$ cat config.mk
export PLATFORM = sky130hd
export DESIGN_NAME = regfile_wr_arbiter
export DESIGN_NICKNAME = d
export VERILOG_FILES = /design/src/rtl/regfile_wr_arbiter.sv
export SDC_FILE = /design/constraint.sdc
export NUM_CORES = 1
export LEC_CHECK = 0
export CAP_MARGIN = 20
export CORE_ASPECT_RATIO = 2
export CORE_MARGIN = 5
export CORE_UTILIZATION = 43
export CTS_CLUSTER_DIAMETER = 80
export CTS_CLUSTER_SIZE = 30
export DETAILED_ROUTE_END_ITERATION = 16
export PLACE_DENSITY = 0.92
export SLEW_MARGIN = 40
export SYNTH_ARGS = -nofsm -noshare
export SYNTH_HDL_FRONTEND = slang
export SYNTH_SLANG_ARGS = --single-unit
$ cat constraint.sdc
create_clock -name CLK -period 2.4 [get_ports CLK]
set_input_delay 0.48 -clock CLK [delete_from_list [all_inputs] [get_ports CLK]]
set_output_delay 0.48 -clock CLK [all_outputs]
set_load 0.02 [all_outputs]
$ cat src/rtl/regfile_wr_arbiter.sv
// rtl/regfile_wr_arbiter.sv - register-file write-port arbiter with round-robin grant and clear sequencer
module regfile_wr_arbiter #(
    parameter int RegAdd_WIDTH  = 5,
    parameter int RegFile_WIDTH = 32,
    parameter int RegFile_DEPTH = 32
) (
    input  logic                     CLK,
    input  logic                     RST,
    input  logic                     req0_valid,
    input  logic [RegAdd_WIDTH-1:0]  req0_addr,
    input  logic [RegFile_WIDTH-1:0] req0_data,
    output logic                     req0_ready,
    input  logic                     req1_valid,
    input  logic [RegAdd_WIDTH-1:0]  req1_addr,
    input  logic [RegFile_WIDTH-1:0] req1_data,
    output logic                     req1_ready,
    input  logic                     clr_start,
    output logic                     clr_busy,
    output logic                     clr_done,
    output logic                     WE3,
    output logic [RegAdd_WIDTH-1:0]  A3,
    output logic [RegFile_WIDTH-1:0] WD3
);

    typedef enum logic {
        IDLE  = 1'b0,
        CLEAR = 1'b1
    } state_t;

    localparam logic [RegAdd_WIDTH-1:0] LastAddr = RegAdd_WIDTH'(RegFile_DEPTH - 1);

    state_t                   state_q, state_d;
    logic                     last_grant_q, last_grant_d;
    logic [RegAdd_WIDTH-1:0]  cnt_q, cnt_d;
    logic                     we_q, we_d;
    logic [RegAdd_WIDTH-1:0]  addr_q, addr_d;
    logic [RegFile_WIDTH-1:0] data_q, data_d;
    logic                     busy_q, busy_d;
    logic                     done_q, done_d;
    logic                     grant0, grant1;

    // A lone valid is always granted; on conflict the requester not granted last wins.
    assign grant0 = req0_valid && (!req1_valid || last_grant_q);
    assign grant1 = req1_valid && (!req0_valid || !last_grant_q);

    always_ff @(posedge CLK) begin
        if (RST) begin
            state_q      <= IDLE;
            last_grant_q <= 1'b1;
            cnt_q        <= '0;
            we_q         <= 1'b0;
            addr_q       <= '0;
            data_q       <= '0;
            busy_q       <= 1'b0;
            done_q       <= 1'b0;
        end else begin
            state_q      <= state_d;
            last_grant_q <= last_grant_d;
            cnt_q        <= cnt_d;
            we_q         <= we_d;
            addr_q       <= addr_d;
            data_q       <= data_d;
            busy_q       <= busy_d;
            done_q       <= done_d;
        end
    end

    always_comb begin
        state_d      = state_q;
        last_grant_d = last_grant_q;
        cnt_d        = cnt_q;
        we_d         = 1'b0;
        addr_d       = addr_q;
        data_d       = data_q;
        busy_d       = busy_q;
        done_d       = 1'b0;
        req0_ready   = 1'b0;
        req1_ready   = 1'b0;

        case (state_q)
            IDLE: begin
                if (clr_start) begin
                    // The first clear write (address 0) is issued on the entry edge itself.
                    state_d = CLEAR;
                    busy_d  = 1'b1;
                    cnt_d   = '0;
                    we_d    = 1'b1;
                    addr_d  = '0;
                    data_d  = '0;
                end else if (grant0) begin
                    req0_ready   = 1'b1;
                    last_grant_d = 1'b0;
                    if (req0_addr != '0) begin
                        we_d   = 1'b1;
                        addr_d = req0_addr;
                        data_d = req0_data;
                    end
                end else if (grant1) begin
                    req1_ready   = 1'b1;
                    last_grant_d = 1'b1;
                    if (req1_addr != '0) begin
                        we_d   = 1'b1;
                        addr_d = req1_addr;
                        data_d = req1_data;
                    end
                end
            end
            CLEAR: begin
                if (cnt_q == LastAddr) begin
                    state_d = IDLE;
                    busy_d  = 1'b0;
                    done_d  = 1'b1;
                end else begin
                    cnt_d  = cnt_q + 1'b1;
                    we_d   = 1'b1;
                    addr_d = cnt_q + 1'b1;
                    data_d = '0;
                end
            end
            default: state_d = IDLE;
        endcase
    end

    assign WE3      = we_q;
    assign A3       = addr_q;
    assign WD3      = data_q;
    assign clr_busy = busy_q;
    assign clr_done = done_q;

endmodule
Word level (Yosys, flattened, before mapping)

Cells that the tools add are included.

Input bits: 79
Flip-flop bits (word level): 47

Reductions and logical operators: 15
Multiplexer cells: 38
Equal/unequal tests: 7
Bitwise logic cells: 2
$add $sub $neg: 1

Operators with widths:

| cell                                                            | number |
|---|---|
| 32-bit two-way mux                                              | 6 |
| 32-bit one-hot mux with 2 select lines                          | 1 |
| 5-bit two-way mux                                               | 7 |
| 5-bit one-hot mux with 2 select lines                           | 2 |
| 1-bit two-way mux                                               | 19 |
| 4-bit != test, second input constant                            | 3 |
| 5-bit nonzero test                                              | 2 |
| 1-bit one-hot mux with 2 select lines                           | 3 |
| 5-bit by 1-bit adder with 5-bit output, second input constant   | 1 |
| 5-bit equality test, second input constant                      | 1 |
| 2-bit != test, second input constant                            | 2 |
| 2-bit AND reduction                                             | 2 |
| 4-bit AND reduction                                             | 1 |
| 1-bit logical NOT                                               | 3 |
| 3-bit AND reduction                                             | 1 |
| 1-bit logical AND                                               | 2 |
| 1-bit logical OR                                                | 2 |
| 2-bit by 1-bit != test with 1-bit output, second input constant | 1 |
| 1-bit inverter                                                  | 2 |
| 2-bit nonzero test                                              | 1 |
| 2-bit OR reduction                                              | 1 |

Logic depth before layout (Yosys ltp)

Word-level depth: 7
Mapped depth: 8

Worst setup path after synthesis

No wires, ideal clock.

Path type: reg2reg
From: reg cnt_q[0]
To: reg addr_q[0] (netlist: A3[0])
Path buffers: 1
Data required time: 2.277 ns
Slack: 0.414 ns
Cell stages (with the launch flop): 8
Data arrival time: 1.862 ns
Cell sequence: dfxtp_1 > ha_1 > and3_1 > ha_1 > and2_1 > a221o_2 > buf_12 > mux2_1

Word-level cells in the longest chain between the ends: 3

RTL lines:

| element                                                                       | line     | source |
|---|---|---|
| start, declared                                                               | 34       | `logic [RegAdd_WIDTH-1:0] cnt_q, cnt_d;` |
| start signal, assigned                                                        | 59       | `cnt_q <= cnt_d;` |
| 5-bit by 1-bit adder with 5-bit output or 5-bit equality test (tied branches) | 116, 109 |  |
| 5-bit two-way mux or 2-bit != test (tied branches)                            | n/a      |  |
| 5-bit one-hot mux with 2 select lines or 4-bit AND reduction (tied branches)  | n/a      |  |
| end signal, assigned                                                          | 61       | `addr_q <= addr_d;` |
| end, declared                                                                 | 36       | `logic [RegAdd_WIDTH-1:0] addr_q, addr_d;` |

Several ways; a longest one is shown, not always the timed one. The select of a mux whose other input is x is not followed.
A chain may end at the register's enable or synchronous reset.

Final worst setup path

From: in clr_start
To: out req0_ready

Word-level cells in the longest chain between the ends: 2

RTL lines:

| element           | line | source |
|---|---|---|
| start, declared   | 17   | `input logic clr_start,` |
| 1-bit two-way mux | 82   | `if (clr_start) begin` |
| 1-bit two-way mux | 80   | `case (state_q)` |
| end, declared     | 12   | `output logic req0_ready,` |

No other way between the ends.

==> results_dict.tcl <==
set metrics [dict create \
    syn_nets 405 \
    wirelength_um 9460 \
    dp_slack_ns -0.0989 \
    final_area_um2 4180 \
    cap_violations 0 \
    ir_worst_vdd_mv 0.318 \
    fin_cells 515 \
    grt_pass1_wl_um 14500 \
    internal_power_uw 1460 \
    row_count 41 \
    diodes 0 \
    gp_congestion 0.880 \
    switching_share_pct 26.6 \
    area_growth_pct 49.4 \
    ys_ff_latch 47 \
    seq_area_frac_synth_pct 33.6 \
    cts_root_buf "clkbuf_16" \
    syn_area_um2 2800 \
    min_period_over_period_pct 91.8 \
    die_y_um 124 \
    drtPass1Iterations 7 \
    grt_antenna_before_repair 0 \
    multi_input_comb_area_um2 1650 \
    yosysTopAreaCell "dfxtp_1" \
    worstSetupEndpointType "output pin" \
    worst_slack_ns 0.197 \
    synth.area.top_cells "dfxtp_1 34%, mux2i_1 13%, o211ai_1 9.7%, a21o_1 8.9%, nand4_1 7.8%" \
    yosysWarnings 0 \
    status "completed" \
    fillers 535 \
    p_comb_share_pct 25.9 \
    cts_sinks 47 \
    power_frac_seq_pct 42.2 \
    layout_min_cycle_time_ns 2.20 \
    seq_area_um2 941 \
    grt.overflow.total 0 \
    track_usage_pct 22.8 \
    vias 2969 \
    synth_edf_count 0 \
    crit_type "input pin to output pin" \
    drv_slew 0 \
    drive_above_1_share_pct 6.99 \
    h-tree-depth 2 \
    placed_cells 509 \
    critical_path_required_ns 1.92 \
    synthArstFlopShare_pct 0 \
    rsz0062_at_grt "false" \
    yosysUniqueCellTypes 39 \
    critPathLaunchType "input pin" \
    portBuffers 120 \
    clk_path_buf_depth 2 \
    p_total_uw 2000 \
    crit_arrival_ns 1.72 \
    initial_core_util_pct 44.3 \
    setup_viol 0 \
    fmax_mhz 454 \
    post_dp_cell_area_um2 4050 \
    worst_slew_pin_slew_ns 0.706 \
    postRouteAntennaNets 0 \
    crit_fanout 2 \
    hpwlAfterDp_um 6920 \
    post-synth-top-count-cell "dfxtp_1" \
    slew-limit-headroom_pct 52.9 \
    fin_nets 511 \
    die_area_um2 8320 \
    ys.flop_type "dfxtp_1" \
    cts_buffers 5 \
    grt_max_degree 75 \
    hold_class "flip-flop to flip-flop" \
    wl_per_cell_um 18.4 \
    power.share.clock_pct 31.9 \
    clock_skew_ns 0.00422 \
    clk_latency_ns 0.27 \
    cts_tree "built" \
    leakage_uw 0.00145 \
    dieWidth_um 67.0 \
    cts_hold_buf 0 \
    avgSynthCellArea_um2 8.63 \
    vias_per_cell 5.77 \
    switching_power_uw 532 \
    netlist_instances 324 \
    core_um2 6310 \
    power_density_nw_per_um2 477 \
    grt_pass1_vias 3043 \
    path_clk_slew_ns 0.06 \
    synthTopCellsByCount "47 x dfxtp_1, 42 x nand2_1, 36 x mux2i_1, 36 x o211ai_1, 35 x nand4_1" \
    drtIter0Drc 140 \
    synth_top_area_share_pct 33.6 \
    ios 121 \
    hold_viol_final 0 \
    remaining_drc_errors 0 \
]
==> placed cells by master, fill, tap and decap left out, types with 3 or more instances in the layout <==
cell and count:
o211ai_1 36, nand2b_1 3, nor2b_1 5, buf_4 15
mux2_1 3, clkdlybuf4s50_1 117, a21o_1 33, clkbuf_16 5
nand2_1 42, dfxtp_1 47, nor2_1 8, a21oi_1 4
mux2i_1 36, a31oi_1 3, nand4_1 35
==> logic make-up (layout without fill, tap and decap cells) <==
family / count (synthesis) / count (layout) / share of synthesized area, %
buffers and inverters: 41 / 146 / 8.09
AOI/OAI and AO/OA: 87 / 87 / 23.2
xor gates and xnor gates: 1 / 1 / 0.313
adders and majority gates: 2 / 2 / 0.894
DFF: 47 / 47 / 33.6
muxes: 39 / 39 / 14.1
and+or+nand+nor: 107 / 107 / 19.8
==> power by group through the flow <==
stage          registers (uW)  logic [uW]  clock network (uW)
2_1_floorplan             898         213                   0
3_3_place_gp              857         505                   0
3_5_place_dp              859         517                   0
4_1_cts                   842         518                 654
5_1_grt                   846         550                 691
6_report                  842         516                 637
==> routing by layer <==
| metal | global-route usage [%] | vias to the layer above | share of wire [%] |
|---|---|---|---|
| met5 | 0 | - | 0 |
| met4 | 13.6 | 0 | 4.4 |
| met3 | 2.80 | 29 | 3.6 |
| met2 | 42.9 | 100 | 57 |
| met1 | 22.7 | 1422 | 35 |
| li1 | - | 1418 | - |
==> what timing repair did <==
item | 4_1_cts | 5_1_grt
resized for setup | 2 | 0
endpoints found under the setup margin | 2 | 0
hold endpoints to repair | 0 | 0
setup buffers | 0 | 0
==> final timing paths <==
| path | endpoint | start | slack [ns] | depth (start not counted) |
|---|---|---|---|---|
| hold reg to reg | WD3[13]$_SDFFE_PP0P_ | WD3[13]$_SDFFE_PP0P_ | 0.46 | 2 |
| setup reg to reg | A3[0]$_SDFFE_PP0P_ | cnt_q[0]$_SDFFE_PP0P_ | 0.32 | 6 |
| hold / removal | WD3[13]$_SDFFE_PP0P_ | WD3[13]$_SDFFE_PP0P_ | 0.46 | 2 |
| setup / recovery | req0_ready | clr_start | 0.20 | 4 |
==> sequential cells by signal, indices dropped and copies added (netlist names) <==
register,count
state_q,1
WE3,1
cnt_q,5
WD3,32
A3,5
last_grant_q,1
clr_done,1
clr_busy,1
==> final cells by class <==
cell class,instances,share of cell area [%]
repair buffers,137,32.2
inverters,3,0.269
multi-input cells,236,39.4
well taps,86,2.57
clock buffers,6,3.08
flip-flops and latches,47,22.5
==> metrics by stage <==
step | util (%) | hold WS (ns) | setup TNS (ns)
6_report | 66.3 | 0.458 | 0
5_1_grt | 66.3 | 0.477 | 0
4_1_cts | 66.3 | 0.463 | 0
3_5_place_dp | 64.2 | 0.453 | -0.706
3_3_place_gp | 64.2 | 0.444 | -0.0548
2_1_floorplan | - | 0.453 | 0
==> worst max-delay path: stages <==
cell and delay, ns:
clkdlybuf4s50_1 0.42, or2_1 0.25, nor3_2 0.21, dlygate4sd2_1 0.36
No activity file was read; power rests on OpenSTA's default activity.
